[src/rtl/mac_seq_pkg.sv]
// Shared definitions for the MAC layer sequencer.
// Contents: FSM state encoding, datapath widths, and the DRAIN watchdog
// timeout. WD_W is the watchdog counter width derived from TIMEOUT.
package mac_seq_pkg;

    localparam int BEAT_W  = 8;
    localparam int IDX_W   = 10;
    localparam int RES_W   = 16;
    localparam int TIMEOUT = 64;
    localparam int WD_W    = $clog2(TIMEOUT);

    typedef enum logic [3:0] {
        IDLE   = 4'd0,
        CLR    = 4'd1,
        BIAS   = 4'd2,
        STREAM = 4'd3,
        DRAIN  = 4'd4,
        READ   = 4'd5,
        CAPT   = 4'd6,
        OUT    = 4'd7,
        DONE   = 4'd8
    } state_t;

endpackage

[src/rtl/mac_seq_watchdog.sv]
// DRAIN-phase watchdog.
// Ports:
//   clk, rst : clock and synchronous active-high reset
//   arm      : high while the sequencer waits for the datapath
//   kick     : datapath completion; suppresses expiry in the same cycle
//   expired  : high in the TIMEOUT-th consecutive armed cycle with no kick
module mac_seq_watchdog
    import mac_seq_pkg::*;
(
    input  logic clk,
    input  logic rst,
    input  logic arm,
    input  logic kick,
    output logic expired
);

    logic [WD_W-1:0] cnt_r;

    // Counts armed cycles; restarts whenever disarmed or kicked, saturates at the limit.
    always_ff @(posedge clk) begin
        if (rst) begin
            cnt_r <= WD_W'(0);
        end else if (!arm || kick) begin
            cnt_r <= WD_W'(0);
        end else if (cnt_r != WD_W'(TIMEOUT - 1)) begin
            cnt_r <= cnt_r + WD_W'(1);
        end else begin
            cnt_r <= cnt_r;
        end
    end

    // cnt_r equals the number of armed cycles already spent, so the limit is
    // reached during the TIMEOUT-th armed cycle.
    assign expired = arm && !kick && (cnt_r == WD_W'(TIMEOUT - 1));

endmodule

[src/rtl/mac_layer_sequencer.sv]
// Layer sequencer for a MAC datapath: for every output neuron it clears the
// accumulator, fetches the bias, streams cfg_beats DMA beats, waits for the
// datapath, reads and captures the result and hands it downstream.
// Ports:
//   clk, rst                         : clock, synchronous active-high reset
//   start, cfg_beats, cfg_neurons,
//   cfg_op_mode                      : layer launch and configuration
//   dma_valid / dma_ready            : DMA beat handshake
//   bias_req, bias_addr, bias_valid  : bias fetch
//   mac_en, mac_clr, mac_read_en,
//   mac_op_mode, mac_done, mac_result: datapath control and status
//   out_valid, out_data, out_index,
//   out_ready                        : result word handshake
//   busy, layer_done, err            : status
// Only dma_ready and mac_en are combinational; every other output is
// registered from the next state so it lines up with the state it belongs to.
module mac_layer_sequencer
    import mac_seq_pkg::*;
(
    input  logic              clk,
    input  logic              rst,
    input  logic              start,
    input  logic [BEAT_W-1:0] cfg_beats,
    input  logic [IDX_W-1:0]  cfg_neurons,
    input  logic              cfg_op_mode,
    input  logic              dma_valid,
    output logic              dma_ready,
    output logic              bias_req,
    output logic [IDX_W-1:0]  bias_addr,
    input  logic              bias_valid,
    output logic              mac_en,
    output logic              mac_clr,
    output logic              mac_read_en,
    output logic              mac_op_mode,
    input  logic              mac_done,
    input  logic [RES_W-1:0]  mac_result,
    output logic              out_valid,
    output logic [RES_W-1:0]  out_data,
    output logic [IDX_W-1:0]  out_index,
    input  logic              out_ready,
    output logic              busy,
    output logic              layer_done,
    output logic              err
);

    state_t            state_r, state_s;
    logic [BEAT_W-1:0] beat_cnt_r, cfg_beats_r;
    logic [IDX_W-1:0]  index_r, index_s, cfg_neurons_r;
    logic              op_mode_r, op_mode_s, err_s;
    logic              last_beat_s, last_neuron_s, cfg_zero_s;
    logic              wd_arm_s, wd_expired_s;

    assign dma_ready     = (state_r == STREAM);
    assign mac_en        = dma_valid & dma_ready;
    assign last_beat_s   = ((beat_cnt_r + BEAT_W'(1)) == cfg_beats_r);
    assign last_neuron_s = (index_r == (cfg_neurons_r - IDX_W'(1)));
    assign cfg_zero_s    = (cfg_beats == BEAT_W'(0)) || (cfg_neurons == IDX_W'(0));
    assign wd_arm_s      = (state_r == DRAIN);

    mac_seq_watchdog u_watchdog (
        .clk     (clk),
        .rst     (rst),
        .arm     (wd_arm_s),
        .kick    (mac_done),
        .expired (wd_expired_s)
    );

    // Next-state, next-index, latched op mode and sticky error.
    always_comb begin
        state_s   = state_r;
        index_s   = index_r;
        op_mode_s = op_mode_r;
        err_s     = err;
        case (state_r)
            IDLE: begin
                if (start) begin
                    op_mode_s = cfg_op_mode;
                    index_s   = IDX_W'(0);
                    err_s     = cfg_zero_s;
                    state_s   = cfg_zero_s ? DONE : CLR;
                end else begin
                    state_s = IDLE;
                end
            end
            CLR: state_s = BIAS;
            BIAS: begin
                if (bias_valid) begin
                    state_s = STREAM;
                end else begin
                    state_s = BIAS;
                end
            end
            STREAM: begin
                if (mac_en && last_beat_s) begin
                    state_s = DRAIN;
                end else begin
                    state_s = STREAM;
                end
            end
            DRAIN: begin
                // A late mac_done in the expiry cycle still wins.
                if (mac_done) begin
                    state_s = READ;
                end else if (wd_expired_s) begin
                    err_s   = 1'b1;
                    state_s = DONE;
                end else begin
                    state_s = DRAIN;
                end
            end
            READ: state_s = CAPT;
            CAPT: state_s = OUT;
            OUT: begin
                // out_valid is high for the whole of OUT, so out_ready alone completes the handshake.
                if (out_ready) begin
                    if (last_neuron_s) begin
                        state_s = DONE;
                    end else begin
                        index_s = index_r + IDX_W'(1);
                        state_s = CLR;
                    end
                end else begin
                    state_s = OUT;
                end
            end
            DONE: state_s = IDLE;
            default: state_s = IDLE;
        endcase
    end

    // State, counters, configuration and registered outputs.
    always_ff @(posedge clk) begin
        if (rst) begin
            state_r       <= IDLE;
            beat_cnt_r    <= BEAT_W'(0);
            cfg_beats_r   <= BEAT_W'(0);
            cfg_neurons_r <= IDX_W'(0);
            index_r       <= IDX_W'(0);
            op_mode_r     <= 1'b0;
            err           <= 1'b0;
            bias_req      <= 1'b0;
            bias_addr     <= IDX_W'(0);
            mac_clr       <= 1'b0;
            mac_read_en   <= 1'b0;
            mac_op_mode   <= 1'b0;
            out_valid     <= 1'b0;
            out_data      <= RES_W'(0);
            out_index     <= IDX_W'(0);
            busy          <= 1'b0;
            layer_done    <= 1'b0;
        end else begin
            state_r   <= state_s;
            index_r   <= index_s;
            op_mode_r <= op_mode_s;
            err       <= err_s;
            if (state_r == IDLE && start) begin
                cfg_beats_r   <= cfg_beats;
                cfg_neurons_r <= cfg_neurons;
            end
            if (state_r == CLR) begin
                beat_cnt_r <= BEAT_W'(0);
            end else if (mac_en && (beat_cnt_r != {BEAT_W{1'b1}})) begin
                beat_cnt_r <= beat_cnt_r + BEAT_W'(1);
            end
            if (state_r == CAPT) begin
                out_data  <= mac_result;
                out_index <= index_r;
            end
            bias_req    <= (state_s == BIAS);
            bias_addr   <= index_s;
            mac_clr     <= (state_s == CLR);
            mac_read_en <= (state_s == READ);
            // Kept low in DONE so an aborted or empty layer drives no datapath control.
            mac_op_mode <= ((state_s != IDLE) && (state_s != DONE)) ? op_mode_s : 1'b0;
            out_valid   <= (state_s == OUT);
            busy        <= (state_s != IDLE);
            layer_done  <= (state_s == DONE);
        end
    end

endmodule

[config.mk]
export PLATFORM = sky130hd
export DESIGN_NAME = mac_layer_sequencer
export DESIGN_NICKNAME = d
export VERILOG_FILES = /design/src/rtl/mac_seq_pkg.sv /design/src/rtl/mac_seq_watchdog.sv /design/src/rtl/mac_layer_sequencer.sv
export SDC_FILE = /design/constraint.sdc
export NUM_CORES = 1
export LEC_CHECK = 0
export BUFFER_PORTS_ARGS = -buffer_cell sky130_fd_sc_hd__buf_2
export CAP_MARGIN = 10
export CORE_UTILIZATION = 25
export CTS_BUF_LIST = sky130_fd_sc_hd__clkbuf_8
export DETAILED_ROUTE_END_ITERATION = 8
export PLACE_DENSITY = 0.43
export SLEW_MARGIN = 5
export SYNTH_ARGS = -nofsm -noshare
export SYNTH_HDL_FRONTEND = slang
export SYNTH_HIERARCHICAL = 1
export SYNTH_SLANG_ARGS = --single-unit
[constraint.sdc]
create_clock -name clk -period 3 [get_ports clk]
set_input_delay 0 -clock clk [delete_from_list [all_inputs] [get_ports clk]]
set_output_delay 0 -clock clk [all_outputs]
set_load 0.005 [all_outputs]
==> results of run 1 <==
synth_stat cells (all sizes together) (8+ instances only):
master,count
nand2,116
dfxtp,81
or3,10
clkbuf,18
a21oi,60
o21ai,10
inv,10
nand3,8
nor2,24
nor3,16
xnor2,12
xor2,12
worst paths after layout:
check,startpoint,to,slack [ns],cells after the start
max,cfg_neurons_r[0],index_r[0],0.42,9
min,out_ready,out_valid,0.03,3
max reg2reg,cfg_neurons_r[0],index_r[0],0.42,9
min reg2reg,out_index[9],out_index[9],0.45,2
cell type report:
class	instances	area [um2]	area share
well taps	211	264	0.0517
inverters	10	37.5	0.00735
clock inverters	6	45.0	0.00882
clock buffers	10	138	0.0269
multi-input cells	366	2180	0.426
repair buffers	127	826	0.162
flip-flops and latches	81	1620	0.317
worst max-delay path, cell delays in order, from the launching register on:
cell	delay (ns)
dfxtp_1	0.46
inv_1	0.07
ha_1	0.30
xnor2_1	0.12
nor2_1	0.12
o2111ai_1	0.12
a211oi_1	0.38
a31oi_2	0.33
or3_1	0.41
and3_1	0.16
through the flow:
step                setup slack, ns  power [mW]  hold slack (ns)  cells
global placement              0.469        1.45            0.241    759
finish                        0.419        2.21           0.0292    811
CTS                           0.431        2.25          0.00527    811
global route                  0.235        2.34           0.0262    811
detailed placement            0.451        1.45            0.248    759
floorplan                     0.770        1.35            0.136    482
layout by cell type (no fill, tap or decap), types with 7 or more instances in the layout:
| master | instances |
|---|---|
| nand3_1 | 7 |
| nor2_1 | 23 |
| dlygate4sd3_1 | 36 |
| a21oi_1 | 60 |
| xor2_1 | 12 |
| clkbuf_8 | 10 |
| or3_1 | 10 |
| xnor2_1 | 12 |
| nand2_1 | 115 |
| buf_2 | 87 |
| nor3_1 | 14 |
| dfxtp_1 | 81 |
| o21ai_0 | 9 |
| inv_1 | 11 |
state kept, by name (all words and copies together), names as in the netlist, 4 cells and up:
name              cells
out_data             16
beat_cnt_r            8
out_index            10
cfg_beats_r           8
state_r               4
index_r              10
cfg_neurons_r        10
u_watchdog/cnt_r      6
per-layer routing:
metal | vias up | global-route usage | wire [um] | share of wire
met2 | 70 | 0.212 | 4850 | 0.43
li1 | 1926 | - | - | -
met1 | 1729 | 0.196 | 5760 | 0.52
met4 | 0 | 0.0623 | 195 | 0.017
met3 | 15 | 0.0276 | 372 | 0.033
met5 | - | 0 | 0 | 0
logic make-up (layout without fill, tap and decap cells):
kind of cell / after synthesis / count (layout) / share of synthesized area
buffers and inverters: 35 / 153 / 0.0381
AOI/OAI and AO/OA: 106 / 106 / 0.178
DFF: 81 / 81 / 0.411
and+or+nand+nor: 226 / 226 / 0.292
muxes: 6 / 6 / 0.0152
adders and majority gates: 4 / 4 / 0.0127
xor gates and xnor gates: 24 / 24 / 0.0533
where the power goes:
group          internal, mW  switching, mW
registers              1.11         0.0387
logic                 0.147          0.168
clock network         0.324          0.428
==> flow_metrics.py, run 1 <==
metrics = {
    "status": {
        "status": "completed",
    },
    "floorplan": {
        "ios": 88,
        "start_util": 0.258,
        "dieWidth_um": 128,
        "die_area_mm2": 0.0163,
        "die_h_um": 128,
        "core_mm2": 0.0153,
        "placementRows": 45,
    },
    "logic_synthesis": {
        "synth_top_area_share": 0.411,
        "synth_area_mm2": 0.00394,
        "synthesis.area_per_instance_um2": 8.18,
        "synth-edff-count": 0,
        "ys_warn_count": 6,
        "yosysTopAreaCell": "dfxtp_1",
        "synthArstFlopShare": 0,
        "ys_seq_area_frac": 0.411,
        "synthCells": 482,
        "ys_ff_latch": 81,
        "ys.flop_type": "dfxtp_1",
        "synth_fp_nets": 528,
        "synth.distinct_cells": 68,
        "yosys-top-cells-area": "dfxtp_1 41%, nand2_1 11%, a21oi_1 7.6%, xnor2_1 2.7%, xor2_1 2.7%",
    },
    "clocking": {
        "cts_tree": "done",
        "postCtsSetupRepairBufs": 0,
        "cts.reportedPaths.clkPinSlew_ns": 0.08,
        "cts_buffers": 9,
        "clkLatencyLatePin_ns": 0.38,
        "cts_root_buf": "clkbuf_8",
        "clockBufferDepth": 2,
        "hold_buffers": 36,
        "ctsResizeCount": 0,
        "clock-sinks": 81,
        "h-tree-depth": 3,
    },
    "min_path": {
        "min_path_type": "primary input to flip-flop",
    },
    "routing": {
        "vias_per_cell": 4.61,
        "wire_per_inst_um": 13.8,
        "finalWirelength_um": 11200,
        "drt-initial-drc-count": 177,
        "num_vias": 3740,
        "drtAntennaViolNets": 0,
        "drc": 0,
        "dr.pass1.iters": 4,
    },
    "critical_path": {
        "critPathLaunchType": "flip-flop",
        "critPathArrivalTime_ns": 2.86,
        "critPathMaxFanout": 14,
        "required_ns": 3.28,
        "critPathKind": "flip-flop to flip-flop",
        "end_kind": "flip-flop",
    },
    "layout": {
        "finalInstanceArea_mm2": 0.00511,
        "n_fill_cell": 1645,
        "drive_gt1_frac": 0.213,
        "nNetsFinal": 641,
        "finish.utilization": 0.334,
        "antennaDiodeCount": 0,
        "area_growth_pct": 29.5,
    },
    "timing": {
        "worst_pin_slew_ns": 1.01,
        "setup_tns_ns": 0,
        "min_period_over_period": 0.860,
        "finalHoldViolCount": 0,
        "slew_violations": 0,
        "period_needed_ns": 2.58,
        "skew_ns": 0.0113,
        "rsz0062_at_grt": "no",
        "finalSetupViolations": 0,
        "fmax_mhz": 387,
        "maxSlewHeadroom": 0.326,
    },
    "placed_design": {
        "io_buffer_count": 87,
        "routabilityCongestion": 0.798,
        "hpwl_um": 7980,
        "place_area_mm2": 0.00457,
    },
    "pwr": {
        "power_per_cell_area_mw_per_mm2": 433,
        "p_leak_nw": 2.03,
        "peakVddDrop_mv": 0.192,
    },
    "flow_run": {
        "cap_violations": 0,
    },
    "grt": {
        "grt_pass1_vias": 3507,
        "grt_use_total": 0.141,
        "antenna_found_initial": 0,
        "grt_max_degree": 44,
        "grt_pass1_wl_um": 17700,
        "grt_overflow_total": 0,
    },
}
No activity file was read; power rests on OpenSTA's default activity.
==> run 2: changes to the inputs <==
- BUFFER_PORTS_ARGS: -buffer_cell sky130_fd_sc_hd__buf_2 -> -buffer_cell sky130_fd_sc_hd__buf_4
==> flow_metrics.py, run 2 (same netlist as run 1, synthesis figures left out) <==
metrics = {
    "layout": {
        "n_fill_cell": 1641,
        "nNetsFinal": 642,
        "finish.utilization": 0.346,
        "antennaDiodeCount": 0,
        "largest_reg_flops": 16,
        "finalInstanceArea_mm2": 0.00530,
        "mostFrequentLayoutCells": "115 x nand2_1, 91 x buf_4, 81 x dfxtp_1",
        "drive_gt1_frac": 0.207,
        "final_common_cell": "nand2_1",
        "top_register": "out_data",
        "area_growth_pct": 34.5,
    },
    "critical_path": {
        "critPathTopFamily": "compound AO/OA/AOI/OAI gates",
        "critPathArrivalTime_ns": 2.85,
        "critPathMaxFanout": 14,
        "critPathLaunchType": "flip-flop",
        "cp_slowest_stage_delay_ns": 0.47,
        "reg2reg_depth": 9,
        "required_ns": 3.26,
        "cp.depth": 9,
        "end_kind": "flip-flop",
        "path_cells": "inv_1 > ha_1 > xnor2_1 > nor2_1 > o2111ai_1 > a211oi_1 > a31oi_2 > or3_1 > and3_1",
        "crit_path_top_delay_cell": "dfxtp_1",
        "crit_buf_inv": 1,
        "critPathKind": "flip-flop to flip-flop",
    },
    "pwr": {
        "power_per_cell_area_mw_per_mm2": 410,
        "peakVddDrop_mv": 0.210,
        "power.total_mw": 2.18,
        "p_leak_nw": 2.07,
    },
    "timing": {
        "setup_tns_ns": 0,
        "finalHoldViolCount": 0,
        "finalSetupViolations": 0,
        "holdWs_ns": 0.0537,
        "period_needed_ns": 2.59,
        "skew_ns": 0.0102,
        "slew_violations": 0,
        "worst_pin_slew_ns": 0.745,
        "fmax_mhz": 387,
        "min_period_over_period": 0.862,
        "maxSlewHeadroom": 0.501,
        "rsz0062_at_grt": "no",
    },
    "floorplan": {
        "die_area_mm2": 0.0163,
        "dieWidth_um": 128,
        "placementRows": 45,
        "ios": 88,
        "die_h_um": 128,
        "start_util": 0.258,
        "core_mm2": 0.0153,
    },
    "grt": {
        "grt_pass1_vias": 3649,
        "grt_pass1_wl_um": 18700,
        "antenna_found_initial": 0,
        "grt_max_degree": 69,
        "grt_overflow_total": 0,
        "grt_use_total": 0.148,
    },
    "routing": {
        "drtAntennaViolNets": 0,
        "wire_per_inst_um": 14.2,
        "finalWirelength_um": 11500,
        "drc": 0,
        "num_vias": 3778,
        "drt-initial-drc-count": 170,
        "vias_per_cell": 4.67,
        "dr.pass1.iters": 4,
    },
    "placed_design": {
        "io_buffer_count": 87,
        "routabilityCongestion": 0.787,
        "hpwl_um": 8020,
        "place_area_mm2": 0.00478,
    },
    "clocking": {
        "clock-sinks": 81,
        "cts_root_buf": "clkbuf_8",
        "cts.reportedPaths.clkPinSlew_ns": 0.07,
        "clockBufferDepth": 2,
        "cts_buffers": 9,
        "h-tree-depth": 3,
        "ctsResizeCount": 0,
        "clkLatencyLatePin_ns": 0.37,
        "cts_tree": "done",
    },
    "min_path": {
        "hold_path_depth": 4,
        "min_path_type": "primary input to flip-flop",
    },
    "flow_run": {
        "cap_violations": 0,
    },
    "status": {
        "status": "completed",
    },
}
[run 2: cell types whose count changed in the layout (fill, tap and decap cells not counted)]
cell,delta
buf_2,-87
buf_4,+87
clkinv_2,+1
clkinv_4,-3
clkinvlp_4,-2
dlygate4sd3_1,+1
inv_1,+1
[run 2: worst reg2reg max path: cells and delay by family (launching register included)]
kind / cells / cell delay [ns]
xor gates and xnor gates: 1 / 0.12
adders and majority gates: 1 / 0.31
buffers and inverters: 1 / 0.08
and+or+nand+nor: 3 / 0.68
DFF: 1 / 0.47
AOI/OAI and AO/OA: 3 / 0.82
[run 2: final timing paths]
check	startpoint	to	slack (ns)
max	cfg_neurons_r[0]	index_r[0]	0.41
max reg2reg	cfg_neurons_r[0]	index_r[0]	0.41
min	start	err	0.05
min reg2reg	out_data[1]	out_data[1]	0.46
[run 2: where the power goes]
| group | total, mW | leakage [nW] | switching (mW) | internal [mW] |
|---|---|---|---|---|
| clock | 0.692 | 0.0865 | 0.389 | 0.303 |
| sequential | 1.15 | 0.656 | 0.0403 | 1.11 |
| combinational | 0.337 | 1.32 | 0.171 | 0.167 |
[run 2: what timing repair did]
item,4_1_cts,5_1_grt
buffers inserted,0,0
endpoints found under the setup margin,0,0
hold endpoints to repair,40,0
hold buffers,37,0
[run 2: per-layer routing]
layer	up-vias	GRT usage	wire length [um]
met5	-	0	0
met4	0	0.0664	242
met3	17	0.0268	406
met2	77	0.219	4950
met1	1760	0.209	5930
li1	1924	-	-
[run 2: metrics by stage]
| step | cells | setup WS (ns) |
|---|---|---|
| 2_1_floorplan | 482 | 0.770 |
| 3_3_place_gp | 759 | 0.460 |
| 3_5_place_dp | 759 | 0.433 |
| 4_1_cts | 809 | 0.388 |
| 5_1_grt | 809 | 0.0994 |
| 6_report | 809 | 0.415 |
[run 2: cell type report]
type,instances,area (um2),area share
flip-flops and latches,81,1620,0.306
clock buffers,10,138,0.0259
clock inverters,3,12.5,0.00236
repair buffers,128,1050,0.199
inverters,10,37.5,0.00708
multi-input cells,366,2180,0.410
well taps,211,264,0.0498
==> run 3: changes to the inputs <==
- clock period: 3 -> 3.01 ns (I/O delays scaled with it)
==> flow_metrics.py, run 3 (same netlist as run 1, synthesis figures left out) <==
metrics = {
    "floorplan": {
        "start_util": 0.258,
        "die_area_mm2": 0.0163,
        "ios": 88,
        "core_mm2": 0.0153,
        "dieWidth_um": 128,
        "die_h_um": 128,
        "placementRows": 45,
    },
    "critical_path": {
        "critPathTopFamily": "compound AO/OA/AOI/OAI gates",
        "end_kind": "flip-flop",
        "critPathLaunchType": "flip-flop",
        "crit_path_top_delay_cell": "dfxtp_1",
        "critPathArrivalTime_ns": 2.88,
        "critPathMaxFanout": 14,
        "crit_buf_inv": 1,
        "cp_slowest_stage_delay_ns": 0.48,
        "critPathKind": "flip-flop to flip-flop",
        "path_cells": "inv_1 > ha_1 > xnor2_1 > nor2_1 > o2111ai_1 > a211oi_1 > a31oi_2 > or3_1 > and3_1",
        "required_ns": 3.29,
    },
    "pwr": {
        "p_leak_nw": 2.10,
        "power_per_cell_area_mw_per_mm2": 451,
        "peakVddDrop_mv": 0.159,
    },
    "flow_run": {
        "cap_violations": 0,
    },
    "layout": {
        "antennaDiodeCount": 0,
        "final_common_cell": "nand2_1",
        "top_register": "out_data",
        "nNetsFinal": 642,
        "area_growth_pct": 36.7,
        "largest_reg_flops": 16,
        "mostFrequentLayoutCells": "115 x nand2_1, 91 x buf_4, 81 x dfxtp_1",
        "drive_gt1_frac": 0.215,
    },
    "timing": {
        "period_needed_ns": 2.60,
        "setup_tns_ns": 0,
        "holdWs_ns": 0.0574,
        "worst_pin_slew_ns": 0.737,
        "rsz0062_at_grt": "no",
        "skew_ns": 0.0122,
        "maxSlewHeadroom": 0.506,
        "fmax_mhz": 384,
        "slew_violations": 0,
        "finalHoldViolCount": 0,
        "min_period_over_period": 0.865,
        "finalSetupViolations": 0,
    },
    "placed_design": {
        "routabilityCongestion": 0.785,
        "io_buffer_count": 87,
        "hpwl_um": 8110,
    },
    "routing": {
        "wl_met3_um": 435,
        "drt-initial-drc-count": 165,
        "dr.pass1.iters": 4,
        "vias_per_cell": 4.71,
        "drc": 0,
        "num_vias": 3823,
        "drtAntennaViolNets": 0,
        "finalWirelength_um": 11700,
        "wire_per_inst_um": 14.4,
        "dr.max_layer_used": "met4",
        "wl_met2_um": 5090,
        "wl_met1_um": 5920,
    },
    "grt": {
        "grt_pass1_vias": 3693,
        "grt_pass1_wl_um": 18900,
        "antenna_found_initial": 0,
        "grt_overflow_total": 0,
        "grt_max_degree": 69,
        "grt_use_total": 0.148,
    },
    "clocking": {
        "cts_root_buf": "clkbuf_8",
        "clockBufferDepth": 2,
        "clock-sinks": 81,
        "clkLatencyLatePin_ns": 0.37,
        "cts_tree": "done",
        "cts_buffers": 9,
        "cts.reportedPaths.clkPinSlew_ns": 0.09,
        "h-tree-depth": 3,
    },
    "status": {
        "status": "completed",
    },
    "min_path": {
        "min_path_type": "primary input to flip-flop",
    },
}
-- run 3: per-stage QoR --
step	cell area (um2)	worst slack, ns	total power [mW]	util	instances
after detailed placement	4780	0.435	1.46	0.312	759
after CTS	5390	0.413	2.47	0.352	812
after floorplan	3940	0.780	1.35	-	482
after global routing	5390	0.115	2.56	0.352	812
after global placement	4780	0.471	1.46	0.312	759
final	5390	0.406	2.43	0.352	812
-- run 3: worst paths after layout --
check                                      start           end  slack, ns  cells past startpoint
worst max-delay path            cfg_neurons_r[0]    index_r[0]       0.41                      9
worst min-delay path                       start           err       0.06                      4
worst max register to register  cfg_neurons_r[0]    index_r[0]       0.41                      9
worst min register to register      out_index[9]  out_index[9]       0.46                      2
-- run 3: metal layers --
metal | global-route usage | vias up
li1 | - | 1930
met1 | 0.207 | 1811
met2 | 0.223 | 67
met3 | 0.0268 | 15
met4 | 0.0637 | 0
met5 | 0 | -
-- run 3: timing repair --
item                                   CTS  global route
endpoints found under the hold margin   43             0
gates resized for setup                  0             0
setup buffers                            0             0
hold buffers                            37             0
setup endpoints to repair                0             0
-- run 3: tightest hold or removal path, cell delays in order --
cell,delay [ns]
buf_4,0.10
nand3_1,0.09
nor2_2,0.14
nor3_1,0.06
-- run 3: report_power, final --
| group | switching, mW | internal, mW | total [mW] |
|---|---|---|---|
| registers | 0.0399 | 1.10 | 1.14 |
| logic | 0.169 | 0.166 | 0.335 |
| clock network | 0.422 | 0.536 | 0.957 |
| total | 0.631 | 1.80 | 2.43 |
-- run 3: cell type report --
class                   count  area [um2]
well taps                 211         264
clock inverters             4        73.8
multi-input cells         366        2180
repair buffers            128        1050
flip-flops and latches     81        1620
inverters                  10        37.5
clock buffers              12         165
fillers                  1663        9920
